--- src/rtl/mult_wb_unit_pkg.sv ---
// Shared definitions for the iterative multiplier and its register-bank write port.
// The high result word always lands in EXT_REG alongside the addressed low word.
package mult_wb_unit_pkg;

   localparam int XLEN       = 32;
   localparam int REG_ADDR_W = 5;
   localparam int EXT_REG    = 19;

   typedef enum logic [1:0] {
      IDLE = 2'd0,
      CALC = 2'd1,
      WB   = 2'd2
   } state_t;

endpackage

--- src/rtl/mult_wb_unit_if.sv ---
// Core-facing request/write-back bundle of the multiplier.
// The core drives the request side (master); the unit drives busy and the write port (slave).
interface mult_wb_unit_if #(
   parameter int XLEN = mult_wb_unit_pkg::XLEN
);
   import mult_wb_unit_pkg::REG_ADDR_W;

   logic                  start;
   logic                  signed_op;
   logic [XLEN-1:0]       opA;
   logic [XLEN-1:0]       opB;
   logic [REG_ADDR_W-1:0] dstAddr;
   logic                  busy;
   logic                  RegWrite;
   logic [REG_ADDR_W-1:0] wrAddr;
   logic [XLEN-1:0]       wrData;
   logic [XLEN-1:0]       wrDataExt;

   modport master (
      output start, signed_op, opA, opB, dstAddr,
      input  busy, RegWrite, wrAddr, wrData, wrDataExt
   );

   modport slave (
      input  start, signed_op, opA, opB, dstAddr,
      output busy, RegWrite, wrAddr, wrData, wrDataExt
   );

endinterface

--- src/rtl/mult_shift_add_dp.sv ---
// Radix-2 shift-add datapath: operand magnitudes, running product and iteration counter.
// o_prod_nxt is the product including the current step, so the final step's sum is visible on the last edge.
module mult_shift_add_dp #(
   parameter int XLEN  = 32,
   parameter int CNT_W = 6
) (
   input  logic              clk,
   input  logic              reset,
   input  logic              i_load,
   input  logic              i_step,
   input  logic              i_signed,
   input  logic [XLEN-1:0]   i_op_a,
   input  logic [XLEN-1:0]   i_op_b,
   output logic              o_last,
   output logic              o_neg,
   output logic [2*XLEN-1:0] o_prod_nxt
);

   logic [2*XLEN-1:0] r_prod;
   logic [2*XLEN-1:0] r_mcand;
   logic [XLEN-1:0]   r_mplier;
   logic [CNT_W-1:0]  r_cnt;
   logic              r_neg;

   logic              w_neg_a;
   logic              w_neg_b;
   logic [XLEN-1:0]   w_mag_a;
   logic [XLEN-1:0]   w_mag_b;

   // The most negative operand negates to itself, which read as unsigned is the correct magnitude.
   assign w_neg_a = i_signed & i_op_a[XLEN-1];
   assign w_neg_b = i_signed & i_op_b[XLEN-1];
   assign w_mag_a = w_neg_a ? -i_op_a : i_op_a;
   assign w_mag_b = w_neg_b ? -i_op_b : i_op_b;

   assign o_prod_nxt = r_mplier[0] ? (r_prod + r_mcand) : r_prod;
   assign o_last     = (r_cnt == CNT_W'(XLEN - 1));
   assign o_neg      = r_neg;

   always_ff @(posedge clk or posedge reset) begin
      if (reset) begin
         r_prod   <= '0;
         r_mcand  <= '0;
         r_mplier <= '0;
         r_cnt    <= '0;
         r_neg    <= 1'b0;
      end else if (i_load) begin
         r_prod   <= '0;
         r_mcand  <= {{XLEN{1'b0}}, w_mag_a};
         r_mplier <= w_mag_b;
         r_cnt    <= '0;
         r_neg    <= w_neg_a ^ w_neg_b;
      end else if (i_step) begin
         r_prod   <= o_prod_nxt;
         r_mcand  <= r_mcand << 1;
         r_mplier <= r_mplier >> 1;
         r_cnt    <= r_cnt + 1'b1;
      end
   end

endmodule

--- src/rtl/mult_wb_unit.sv ---
// Iterative XLEN x XLEN multiplier writing the low word to dstAddr and the high word to the extension register.
// 32 cycles from start to the write strobe (0 when either operand is zero); busy stalls the core meanwhile.
module mult_wb_unit #(
   parameter int XLEN  = mult_wb_unit_pkg::XLEN,
   parameter int CNT_W = 6
) (
   input  logic          clk,
   input  logic          reset,
   mult_wb_unit_if.slave bus
);
   import mult_wb_unit_pkg::state_t;
   import mult_wb_unit_pkg::IDLE;
   import mult_wb_unit_pkg::CALC;
   import mult_wb_unit_pkg::WB;
   import mult_wb_unit_pkg::REG_ADDR_W;

   state_t                r_state;
   state_t                w_state_nxt;
   logic [REG_ADDR_W-1:0] r_dst;

   logic                  r_regwrite;
   logic [REG_ADDR_W-1:0] r_wr_addr;
   logic [XLEN-1:0]       r_wr_lo;
   logic [XLEN-1:0]       r_wr_hi;

   logic                  w_load;
   logic                  w_step;
   logic                  w_last;
   logic                  w_neg;
   logic                  w_zero;
   logic                  w_wr_upd;
   logic                  w_wr_en;
   logic [REG_ADDR_W-1:0] w_wr_addr;
   logic [2*XLEN-1:0]     w_prod_nxt;
   logic [2*XLEN-1:0]     w_res;
   logic [2*XLEN-1:0]     w_wr_val;

   mult_shift_add_dp #(
      .XLEN  (XLEN),
      .CNT_W (CNT_W)
   ) u_dp (
      .clk        (clk),
      .reset      (reset),
      .i_load     (w_load),
      .i_step     (w_step),
      .i_signed   (bus.signed_op),
      .i_op_a     (bus.opA),
      .i_op_b     (bus.opB),
      .o_last     (w_last),
      .o_neg      (w_neg),
      .o_prod_nxt (w_prod_nxt)
   );

   assign w_zero  = (bus.opA == '0) || (bus.opB == '0);
   assign w_res   = w_neg ? -w_prod_nxt : w_prod_nxt;
   // Register 0 is hardwired, so a write there is dropped but the timing is kept.
   assign w_wr_en = w_wr_upd && (w_wr_addr != '0);

   always_ff @(posedge clk or posedge reset) begin
      if (reset) begin
         r_state <= IDLE;
      end else begin
         r_state <= w_state_nxt;
      end
   end

   always_comb begin
      w_state_nxt = r_state;
      w_load      = 1'b0;
      w_step      = 1'b0;
      w_wr_upd    = 1'b0;
      w_wr_val    = '0;
      w_wr_addr   = r_dst;
      case (r_state)
         IDLE: begin
            if (bus.start) begin
               w_load    = 1'b1;
               w_wr_addr = bus.dstAddr;
               if (w_zero) begin
                  w_state_nxt = WB;
                  w_wr_upd    = 1'b1;
               end else begin
                  w_state_nxt = CALC;
               end
            end
         end
         CALC: begin
            w_step = 1'b1;
            if (w_last) begin
               w_state_nxt = WB;
               w_wr_upd    = 1'b1;
               w_wr_val    = w_res;
            end
         end
         WB: begin
            w_state_nxt = IDLE;
         end
         default: begin
            w_state_nxt = IDLE;
         end
      endcase
   end

   always_ff @(posedge clk or posedge reset) begin
      if (reset) begin
         r_dst <= '0;
      end else if (w_load) begin
         r_dst <= bus.dstAddr;
      end
   end

   always_ff @(posedge clk or posedge reset) begin
      if (reset) begin
         r_regwrite <= 1'b0;
         r_wr_addr  <= '0;
         r_wr_lo    <= '0;
         r_wr_hi    <= '0;
      end else begin
         r_regwrite <= w_wr_en;
         if (w_wr_en) begin
            r_wr_addr <= w_wr_addr;
            r_wr_lo   <= w_wr_val[XLEN-1:0];
            r_wr_hi   <= w_wr_val[2*XLEN-1:XLEN];
         end
      end
   end

   assign bus.busy      = (r_state != IDLE);
   assign bus.RegWrite  = r_regwrite;
   assign bus.wrAddr    = r_wr_addr;
   assign bus.wrData    = r_wr_lo;
   assign bus.wrDataExt = r_wr_hi;

endmodule

--- src/flat_wrapper.sv ---
// flat-port wrapper written by rule: the top's interface ports become plain ports
module mult_wb_unit_flat import mult_wb_unit_pkg::state_t; import mult_wb_unit_pkg::IDLE; import mult_wb_unit_pkg::CALC; import mult_wb_unit_pkg::WB; import mult_wb_unit_pkg::REG_ADDR_W;
#(
   parameter int XLEN  = mult_wb_unit_pkg::XLEN,
   parameter int CNT_W = 6
)
  (clk, reset, bus_start, bus_signed_op, bus_opA, bus_opB, bus_dstAddr, bus_busy, bus_RegWrite, bus_wrAddr, bus_wrData, bus_wrDataExt);
  mult_wb_unit_if #(.XLEN(XLEN)) bus_i ();
  input  logic clk;
  input  logic reset;
  input wire logic [$bits(bus_i.start)-1:0] bus_start;
  input wire logic [$bits(bus_i.signed_op)-1:0] bus_signed_op;
  input wire logic [$bits(bus_i.opA)-1:0] bus_opA;
  input wire logic [$bits(bus_i.opB)-1:0] bus_opB;
  input wire logic [$bits(bus_i.dstAddr)-1:0] bus_dstAddr;
  output wire logic [$bits(bus_i.busy)-1:0] bus_busy;
  output wire logic [$bits(bus_i.RegWrite)-1:0] bus_RegWrite;
  output wire logic [$bits(bus_i.wrAddr)-1:0] bus_wrAddr;
  output wire logic [$bits(bus_i.wrData)-1:0] bus_wrData;
  output wire logic [$bits(bus_i.wrDataExt)-1:0] bus_wrDataExt;
  assign bus_i.start = bus_start;
  assign bus_i.signed_op = bus_signed_op;
  assign bus_i.opA = bus_opA;
  assign bus_i.opB = bus_opB;
  assign bus_i.dstAddr = bus_dstAddr;
  assign bus_busy = bus_i.busy;
  assign bus_RegWrite = bus_i.RegWrite;
  assign bus_wrAddr = bus_i.wrAddr;
  assign bus_wrData = bus_i.wrData;
  assign bus_wrDataExt = bus_i.wrDataExt;
  mult_wb_unit #(.XLEN(XLEN), .CNT_W(CNT_W)) u_core (.clk(clk), .reset(reset), .bus(bus_i));
endmodule
--- config.mk ---
export PLATFORM = sky130hd
export DESIGN_NAME = mult_wb_unit_flat
export DESIGN_NICKNAME = d
export VERILOG_FILES = /design/src/rtl/mult_wb_unit_pkg.sv /design/src/rtl/mult_wb_unit_if.sv /design/src/rtl/mult_shift_add_dp.sv /design/src/rtl/mult_wb_unit.sv /design/src/flat_wrapper.sv
export SDC_FILE = /design/constraint.sdc
export NUM_CORES = 1
export LEC_CHECK = 0
export ABC_AREA = 1
export CAP_MARGIN = 25
export CORE_ASPECT_RATIO = 0.9
export CORE_MARGIN = 2
export CORE_UTILIZATION = 50
export DETAILED_ROUTE_END_ITERATION = 12
export MAX_ROUTING_LAYER = met4
export PLACE_DENSITY = 0.69
export SETUP_SLACK_MARGIN = 0.4
export SYNTH_ARGS = -nofsm -noshare
export SYNTH_HDL_FRONTEND = slang
export SYNTH_SLANG_ARGS = --single-unit
--- constraint.sdc ---
create_clock -name clk -period 10.4 [get_ports clk]
set_input_delay 2.08 -clock clk [delete_from_list [all_inputs] [get_ports clk]]
set_output_delay 2.08 -clock clk [all_outputs]
set_load 0.03 [all_outputs]
# Word level (Yosys, flattened, before mapping)
# Index checks and enable logic that the tools add are counted.
[op_classes]
bitwise = 3
muxes = 27
add_sub_neg = 5
n_reduce_logical = 9
eq_ne = 4
[op_table]
columns = ["op", "n"]
rows = [
  ["2-to-1 mux 64 bit", 8],
  ["2-to-1 mux 32 bit", 4],
  ["adder 64 bit", 1],
  ["zero test 32 bit", 2],
  ["negator 32 bit", 2],
  ["negator 64 bit", 1],
  ["2-to-1 mux 6 bit", 2],
  ["2-to-1 mux 5 bit", 2],
  ["adder 6 x 1 -> 6 bit, second input constant", 1],
  ["equality test 6 x 5 -> 1 bit, second input constant", 1],
  ["2-to-1 mux 1 bit", 6],
  ["2-to-1 mux 2 bit", 3],
  ["nonzero test 5 bit", 1],
  ["inequality test 2 bit, second input constant", 2],
  ["case mux 2 bit (2 select lines)", 1],
  ["nonzero test 2 bit", 2],
  ["AND 1 bit", 2],
  ["equality test 2 x 1 -> 1 bit, second input constant", 1],
  ["zero test 2 bit", 1],
  ["case mux 1 bit (2 select lines)", 1],
  ["AND reduction 2 bit", 1],
  ["logical AND 1 bit", 1],
  ["logical OR 1 bit", 1],
  ["XOR 1 bit", 1],
]
[word_totals]
input_bits = 73
out_inout_bits = 71
elab_cells = 59
reg_bits = 244

# Logic depth before layout (Yosys ltp)
# Gate-level depths: netlist of the first run.
[logic_depth]
depth_word = 6
depth_mapped = 27
depth_no_buf = 27

# Modules after synthesis
# From an unflattened synthesis of the first run, not the netlist that was laid out.
[unflattened]
hier_cells = 3485
hier_area_um2 = 20729.9
[by_module_without_submodules]
columns = ["mod", "area_each_um2", "instances", "cells_each", "seq_area_each_um2"]
rows = [
  ["mult_shift_add_dp", 15205.8, 1, 2548, 4179.0],
  ["mult_wb_unit", 5524.0, 1, 937, 1926.8],
]

# Worst setup path before layout of the first run
# No wires, ideal clock.
[synth_timing]
kind = "input to register"
startpoint = "input bus_opA[0]"
endpoint = "register u_core.r_wr_hi[31], in the netlist u_core.bus.wrDataExt[31]"
cell_stages = 16
required_ps = 10282
arrival_time_ps = 4001
path_buffers = 2
slack_ps = 6281
setup_time_ps = 118
path_cell_list = "inv_1 > ha_1 > nand3_2 > nor3_4 > nand4_1 > nor2_2 > nand4_1 > nor2_2 > nand3_1 > o21a_1 > o21ai_2 > nand2_1 > buf_6 > buf_2 > nand2_1 > nand2_1"
[synth_via]
elab_chain_len = 6
[synth_rtl]
columns = ["element", "line_no", "source"]
rows = [
  ["start, declared", "flat_wrapper.sv:13", "input wire logic [$bits(bus_i.opA)-1:0] bus_opA;"],
  ["zero test 32 bit", "mult_wb_unit.sv:54", "assign w_zero = (bus.opA == '0) || (bus.opB == '0);"],
  ["logical OR 1 bit", "mult_wb_unit.sv:54", ""],
  ["2-to-1 mux 1 bit", "mult_wb_unit.sv:79", "if (w_zero) begin"],
  ["2-to-1 mux 1 bit", "mult_wb_unit.sv:76", "if (bus.start) begin"],
  ["case mux 1 bit (2 select lines)", "mult_wb_unit.sv:74", "case (r_state)"],
  ["logical AND 1 bit", "mult_wb_unit.sv:57", "assign w_wr_en = w_wr_upd && (w_wr_addr != '0);"],
  ["end signal, assigned", "mult_wb_unit.sv:123", "r_wr_hi <= w_wr_val[2*XLEN-1:XLEN];"],
  ["end, declared", "mult_wb_unit.sv:24", "logic [XLEN-1:0] r_wr_hi;"],
]
# Every way passes these cells.
# A chain may end at the register's enable or synchronous reset.

# Worst setup path after layout of the first run
[layout_timing]
startpoint = "input bus_start"
endpoint = "register u_core.r_wr_lo[21], in the netlist u_core.bus.wrData[21]"
[layout_via]
elab_chain_len = 4
word_cells_on_any_way = 6
[layout_rtl]
columns = ["element", "line_no", "source"]
rows = [
  ["start, declared", "flat_wrapper.sv:11", "input wire logic [$bits(bus_i.start)-1:0] bus_start;"],
  ["2-to-1 mux 5 bit", "mult_wb_unit.sv:76", ""],
  ["2-to-1 mux 5 bit", "mult_wb_unit.sv:74", ""],
  ["nonzero test 5 bit", "mult_wb_unit.sv:57", ""],
  ["logical AND 1 bit (*)", "mult_wb_unit.sv:57", ""],
  ["end signal, assigned", "mult_wb_unit.sv:122", "r_wr_lo <= w_wr_val[XLEN-1:0];"],
  ["end, declared", "mult_wb_unit.sv:23", "logic [XLEN-1:0] r_wr_lo;"],
]
# Every way passes the cells marked *; elsewhere a longest branch is shown, timed or not.

==> results of run 1 <==
path summary, 6_finish.rpt:
path	from	end	slack, ns
min in group asynchronous	reset	u_core.u_dp.r_mcand[11]	1.98
min reg2reg	u_core.bus.wrDataExt[10]	u_core.bus.wrDataExt[10]	0.49
min	u_core.bus.wrDataExt[10]	u_core.bus.wrDataExt[10]	0.49
max reg2reg	u_core.r_state[1]	u_core.bus.wrDataExt[8]	6.44
max in group asynchronous	reset	u_core.u_dp.r_mplier[0]	7.03
max	bus_start	u_core.bus.wrData[21]	5.09
cell usage in the layout, fill, tap and decap left out, types with 27 or more instances in the layout:
cell | Yosys | routed
clkbuf_16 | 0 | 28
nand4_1 | 27 | 27
nor2_1 | 237 | 235
nand3_1 | 246 | 246
o22ai_1 | 78 | 78
a22oi_1 | 56 | 56
o21ai_0 | 131 | 131
nor2_2 | 30 | 30
nand2_2 | 35 | 37
a21oi_1 | 103 | 103
ha_1 | 67 | 67
dfrtp_1 | 244 | 242
inv_1 | 525 | 522
nand2_1 | 1146 | 1144
clkdlybuf4s50_1 | 0 | 143
xor2_1 | 37 | 37
layer usage:
layer / wire length (um) / global-route usage [%] / vias up
li1: - / - / 10465
met1: 34800 / 54.4 / 10068
met2: 27800 / 46.7 / 923
met3: 7760 / 7.00 / 71
met4: 951 / 4.93 / 0
met5: 0 / - / -
through the flow:
stage	instance area, um^2	util [%]	hold slack [ns]
after floorplan	20100	-	0.452
after global placement	21900	55.4	0.468
after detailed placement	21900	55.4	0.467
after CTS	23000	57.9	0.483
after global routing	23000	58.0	0.510
final	23000	58.0	0.486
kinds of logic after synthesis:
family                   share of synthesized area [%]
AO/OA/AOI/OAI                                     13.3
XOR/XNOR                                          2.04
adder cells (fa/ha/maj)                           4.26
buffers and inverters                             12.5
flip-flops                                        30.3
AND/OR/NAND/NOR                                   37.7
registers in the layout, indices dropped and copies added, names as in the netlist:
register	count
u_core.u_dp.r_prod	64
u_core.u_dp.o_neg	1
u_core.u_dp.r_cnt	6
u_core.bus.wrData	32
u_core.r_state	2
u_core.bus.RegWrite	1
u_core.bus.wrDataExt	32
u_core.u_dp.r_mplier	32
u_core.u_dp.r_mcand	64
u_core.bus.wrAddr	5
u_core.r_dst	5
power groups by stage:
stage          logic [mW]  registers [mW]  clock network [mW]
2_1_floorplan        4.09            1.65                   0
3_3_place_gp         5.79            1.68                   0
3_5_place_dp         5.88            1.68                   0
4_1_cts              5.92            1.67                1.10
5_1_grt              6.75            1.73                1.14
6_report             6.09            1.70                1.10
layout make-up:
type,instances,area (um^2)
Sequential cell,244,6110
Timing Repair Buffer,157,1560
Inverter,552,2090
Clock buffer,38,808
Tap cell,532,666
Fill cell,3886,16600
Clock inverter,14,210
Multi-Input combinational cell,2354,11500
critical path: cells and delay by family:
| kind | cells | cell delay (ns) |
|---|---|---|
| compound gates | 2 | 0.55 |
| buf+inv | 6 | 1.87 |
| simple gates | 5 | 1.22 |
==> metrics.md, run 1 <==
| Metric | Value |
|---|---|
| Sw Share | `57.5%` |
| Worst Path Max Fanout | `61` |
| Yosys top cell by area | `dfrtp_1` |
| Clk pwr share | `12.3%` |
| Vias per inst | `5.53` |
| Ys async rst share | `100%` |
| Post-Syn Instances | `3239` |
| YS warnings | `0` |
| Antenna viol nets, final | `0` |
| Initial antenna violation count | `0` |
| Net Sw Power | `5.11 mW` |
| Number of distinct library cells after synthesis | `57` |
| Final period utilization | `51.1%` |
| Post-synth EDFFs | `0` |
| Max Slew Vio Count | `0` |
| Slowest Stage Delay on Critical Path | `0.54 ns` |
| Design Power | `8.89 mW` |
| Final WL | `71300 um` |
| Via Count | `21527` |
| Vias in the first global route | `19742` |
| Worst Max-Slew Pin Slew | `1.07 ns` |
| Largest net degree at the start of global routing | `94` |
| Fin worst setup slack | `5.09 ns` |
| Top post-synthesis cells by area | `dfrtp_1 (30%), nand2_1 (21%), inv_1 (9.8%), nand3_1 (6.1%), nor2_1 (4.4%)` |
| Maximum VDD drop | `0.277 mV` |
| Post-Syn Nets | `3380` |
| Synth top cells by count | `nand2_1 (1146), inv_1 (525), nand3_1 (246)` |
| # resized after CTS | `0` |
| Mean Syn Cell Area | `6.22 um^2` |
| Dominant synthesized flop cell | `dfrtp_1` |
| Flop pwr share | `19.1%` |
| Place WS | `4.44 ns` |
| Drt drc | `0` |
| Pint | `3.78 mW` |
| Cell row count | `69` |
| FMAX | `0.188 GHz` |
| Max-Slew Margin vs Limit | `28.5%` |
| First-pass GRT wire length | `112000 um` |
| Layout cell share with drive strength beyond 1 | `6.19%` |
| Worst-path clk slew | `0.06 ns` |
| Unrepaired setup endpoints after global routing | `no` |
| Synthesis-to-finish area growth | `14.1%` |
| HP Class | `reg -> reg` |
| Routed len/inst | `18.3 um` |
| Number of I/O port buffers | `143` |
| Starting Density | `50.8%` |
| Die Ht | `194 um` |
| Synth top area share | `30.3%` |
| FF-to-FF path depth | `14` |
| Critical Setup Path Class | `in -> reg` |
| I/O pin count | `144` |
| Total CTS buffers | `28` |
| Hold Fails Final Rpt | `0` |
| Die X | `216 um` |
| Crit-path cells | `clkdlybuf4s50_1 -> nand2_2 -> buf_4 -> inv_1 -> buf_4 -> or2_2 -> o21ai_0 -> inv_1 -> nor3_1 -> nand3_1 -> nand3_1 -> inv_2 -> a32o_1` |
| Max Buffers Root-to-Sink | `3` |
| Initial drt markers | `2350` |
| Crit path time final | `5.31 ns` |
| Yosys reg bits | `244` |
| Net count reported at finish | `3478` |
| Sequential area share after synthesis | `30.3%` |
| Leak pwr | `12.2 nW` |
| Cell with the most instances after synthesis | `nand2_1` |
| Mapped cell area | `20100 um^2` |
| Dpl cells | `3838` |
| Dpl hpwl | `55100 um` |
| Clk_skew | `0.0396 ns` |
| Congestion Overflow GR | `0` |
| Post-route insts no fill | `3891` |
| Clock net sink count | `244` |
| Core area | `39600 um^2` |
| H-tree levels | `1` |
| Later-pin clock latency in the skew report | `0.60 ns` |
| Slowest CP cell | `inv_2` |
| CTS tree | `done` |
| Hold-critical path depth | `2` |
| Logic pwr share | `68.6%` |
| Crit start category | `input port` |
| Drt pass-1 iters | `6` |
| Inserted Diodes | `0` |
| Critical Path RT | `10.89 ns` |
| Die area | `41900 um^2` |
| # setup viols final | `0` |
| Pwr dens | `387 nW/um^2` |
| Crit end category | `flip-flop` |
| Placer Congestion | `1.01` |
| Cts hold-fix bufs | `0` |
| Setup tns final | `0 ns` |
| Outcome | `complete, no violations` |
| Clock root cell | `clkbuf_16` |
| Max-cap check violation count | `0` |
| GRT Util Overall | `34.9%` |
| Post-CTS setup buffers | `0` |
| CP Data Arrival Time | `5.80 ns` |
No activity file was read; power rests on OpenSTA's default activity.
==> run 2, diff against run 1 <==
- clock period: 10.4 -> 4.9 ns (I/O delays scaled with it)
==> metrics.md, run 2 (synthesis gave the netlist of run 1 again) <==
| Metric | Value |
|---|---|
| Placer Congestion | `0.996 (-1.2%)` |
| Inserted Diodes | `0 (unchanged)` |
| Maximum VDD drop | `0.416 mV (+50%)` |
| Commonest non-fill, non-tap cell in the layout | `nand2_1` |
| Drt drc | `0 (unchanged)` |
| Synthesis-to-finish area growth | `14.1% (about the same)` |
| Net count reported at finish | `3484 (+0.17%)` |
| Cell row count | `69 (unchanged)` |
| Congestion Overflow GR | `0 (unchanged)` |
| Routed len/inst | `18.4 um (+0.30%)` |
| HP Class | `reg -> reg` |
| Clk_skew | `0.0320 ns (-0.00766 ns)` |
| Area of the multi-input gates | `11500 um^2 (unchanged)` |
| Max Buffers Root-to-Sink | `3 (unchanged)` |
| Critical Setup Path Class | `in -> reg` |
| Leak pwr | `12.2 nW (about the same)` |
| H-tree levels | `1 (unchanged)` |
| CP Data Arrival Time | `4.29 ns (-1.51 ns)` |
| Vias in the first global route | `19839 (+0.49%)` |
| Design Power | `18.9 mW (+110%)` |
| Fin worst setup slack | `1.08 ns (-4.01 ns)` |
| Core Util, Final | `58.0% (about the same)` |
| CTS tree | `done` |
| Initial antenna violation count | `0 (unchanged)` |
| Via Count | `21594 (+0.31%)` |
| Worst Max-Slew Pin Slew | `1.01 ns (-0.0570 ns)` |
| Final WL | `71600 um (+0.43%)` |
| Top Registers | `u_core.u_dp.r_mcand x64, u_core.u_dp.r_prod x64` |
| Dpl hpwl | `55700 um (+1.1%)` |
| Outcome | `complete, no violations` |
| CP Buf/Inv Count | `3 (-3)` |
| # setup viols final | `0 (unchanged)` |
| Family of cells with the greatest summed delay on the critical path | `simple AND/OR/NAND/NOR gates` |
| Pwr dens | `821 nW/um^2 (+110%)` |
| Number of I/O port buffers | `143 (unchanged)` |
| Worst setup startpoint | `bus_opA[0]` |
| Cts hold-fix bufs | `0 (unchanged)` |
| Core area | `39600 um^2 (unchanged)` |
| Place WS | `0.606 ns (-3.83 ns)` |
| Setup tns final | `0 ns (unchanged)` |
| Largest net degree at the start of global routing | `108 (+15%)` |
| Dpl cells | `3844 (+0.16%)` |
| Die X | `216 um (unchanged)` |
| Antenna viol nets, final | `0 (unchanged)` |
| Layout cell share with drive strength beyond 1 | `6.27% (+0.080 points)` |
| Max-Slew Margin vs Limit | `31.6% (+3.1 points)` |
| Slowest Stage Delay on Critical Path | `0.42 ns (-0.12 ns)` |
| Crit-path cells | `clkdlybuf4s50_1 -> inv_1 -> ha_1 -> nand3_2 -> nor3_4 -> nand4_1 -> nor2_2 -> nand4_1 -> nor2_2 -> nand3_1 -> o21a_1 -> o21ai_2 -> nand2_2 -> buf_4 -> a22o_1` |
| Register Area | `6110 um^2 (unchanged)` |
| Die Ht | `194 um (unchanged)` |
| Crit path time final | `3.82 ns` |
| Max-cap check violation count | `0 (unchanged)` |
| Final period utilization | `78.1%` |
| FMAX | `0.261 GHz` |
| # resized after CTS | `0 (unchanged)` |
| Worst Path Max Fanout | `75 (+23%)` |
| Clock net sink count | `244 (unchanged)` |
| Post-CTS setup buffers | `0 (unchanged)` |
| Total CTS buffers | `29 (+3.6%)` |
| Initial drt markers | `2395 (+1.9%)` |
| Unrepaired setup endpoints after global routing | `no` |
| Worst-path clk slew | `0.06 ns (about the same)` |
| Slowest CP cell | `clkdlybuf4s50_1` |
| Critical Path RT | `5.37 ns (-5.52 ns)` |
| Post-route insts no fill | `3896 (+0.13%)` |
| Vias per inst | `5.54 (+0.18%)` |
| Later-pin clock latency in the skew report | `0.61 ns (about the same)` |
| First-pass GRT wire length | `111000 um (-0.25%)` |
| Crit start category | `input port` |
| Drt pass-1 iters | `6 (unchanged)` |
| Hold wc startpoint | `u_core.bus.wrDataExt[17]` |
| Die area | `41900 um^2 (unchanged)` |
| Most frequent cells in the layout | `nand2_1 (1144), inv_1 (522), nand3_1 (246)` |
| GRT Util Overall | `34.8% (-0.066 points)` |
| Crit end category | `flip-flop` |
| Reg2reg start | `u_core.u_dp.r_prod[9]` |
| Max Slew Vio Count | `0 (unchanged)` |
| Fillcell total | `3949 (+1.6%)` |
| Clock root cell | `clkbuf_16` |
| Hold Fails Final Rpt | `0 (unchanged)` |
| I/O pin count | `144 (unchanged)` |
| Starting Density | `50.8% (unchanged)` |
-- run 2: power breakdown --
part | internal, mW | leakage (nW) | switching, mW
clock | 1.33 | 0.480 | 0.972
combinational | 3.78 | 8.60 | 9.16
sequential | 2.85 | 3.12 | 0.770
-- run 2: layout make-up --
cell class / count / share of cell area [%]
multi-input cells: 2354 / 50.2
flip-flops and latches: 244 / 26.6
inverters: 552 / 9.05
repair buffers: 162 / 6.96
clock buffers: 39 / 3.54
well taps: 532 / 2.90
clock inverters: 13 / 0.746
-- run 2: worst paths after layout --
check / slack (ns) / cells past startpoint / to
worst max-delay path: 1.08 / 15 / u_core.bus.wrData[20]
worst min-delay path: 0.48 / 2 / u_core.bus.wrDataExt[17]
worst max register to register: 1.08 / 20 / u_core.bus.wrDataExt[24]
worst min register to register: 0.48 / 2 / u_core.bus.wrDataExt[17]
max in group asynchronous: 3.00 / 3 / u_core.u_dp.r_mcand[47]
min in group asynchronous: 0.82 / 2 / u_core.u_dp.r_mcand[12]
-- run 2: metal layers --
layer	track usage [%]	vias to the layer above	share of wire (%)	routed length [um]
met2	46.4	909	39	28000
met5	-	-	0	0
li1	-	10449	-	-
met4	5.03	0	1.4	1020
met3	6.48	69	11	7600
met1	54.7	10167	49	35000
-- run 2: stage by stage --
step,hold slack [ns],instance area (um^2)
4_1_cts,0.487,23000
2_1_floorplan,0.452,20100
6_report,0.484,23000
3_3_place_gp,0.466,22000
5_1_grt,0.507,23000
3_5_place_dp,0.466,22000
-- run 2: worst min-delay path: stages, from the launching register on --
cell and delay (ns):
dfrtp_1 0.34, nand2_1 0.05, nand2_1 0.05
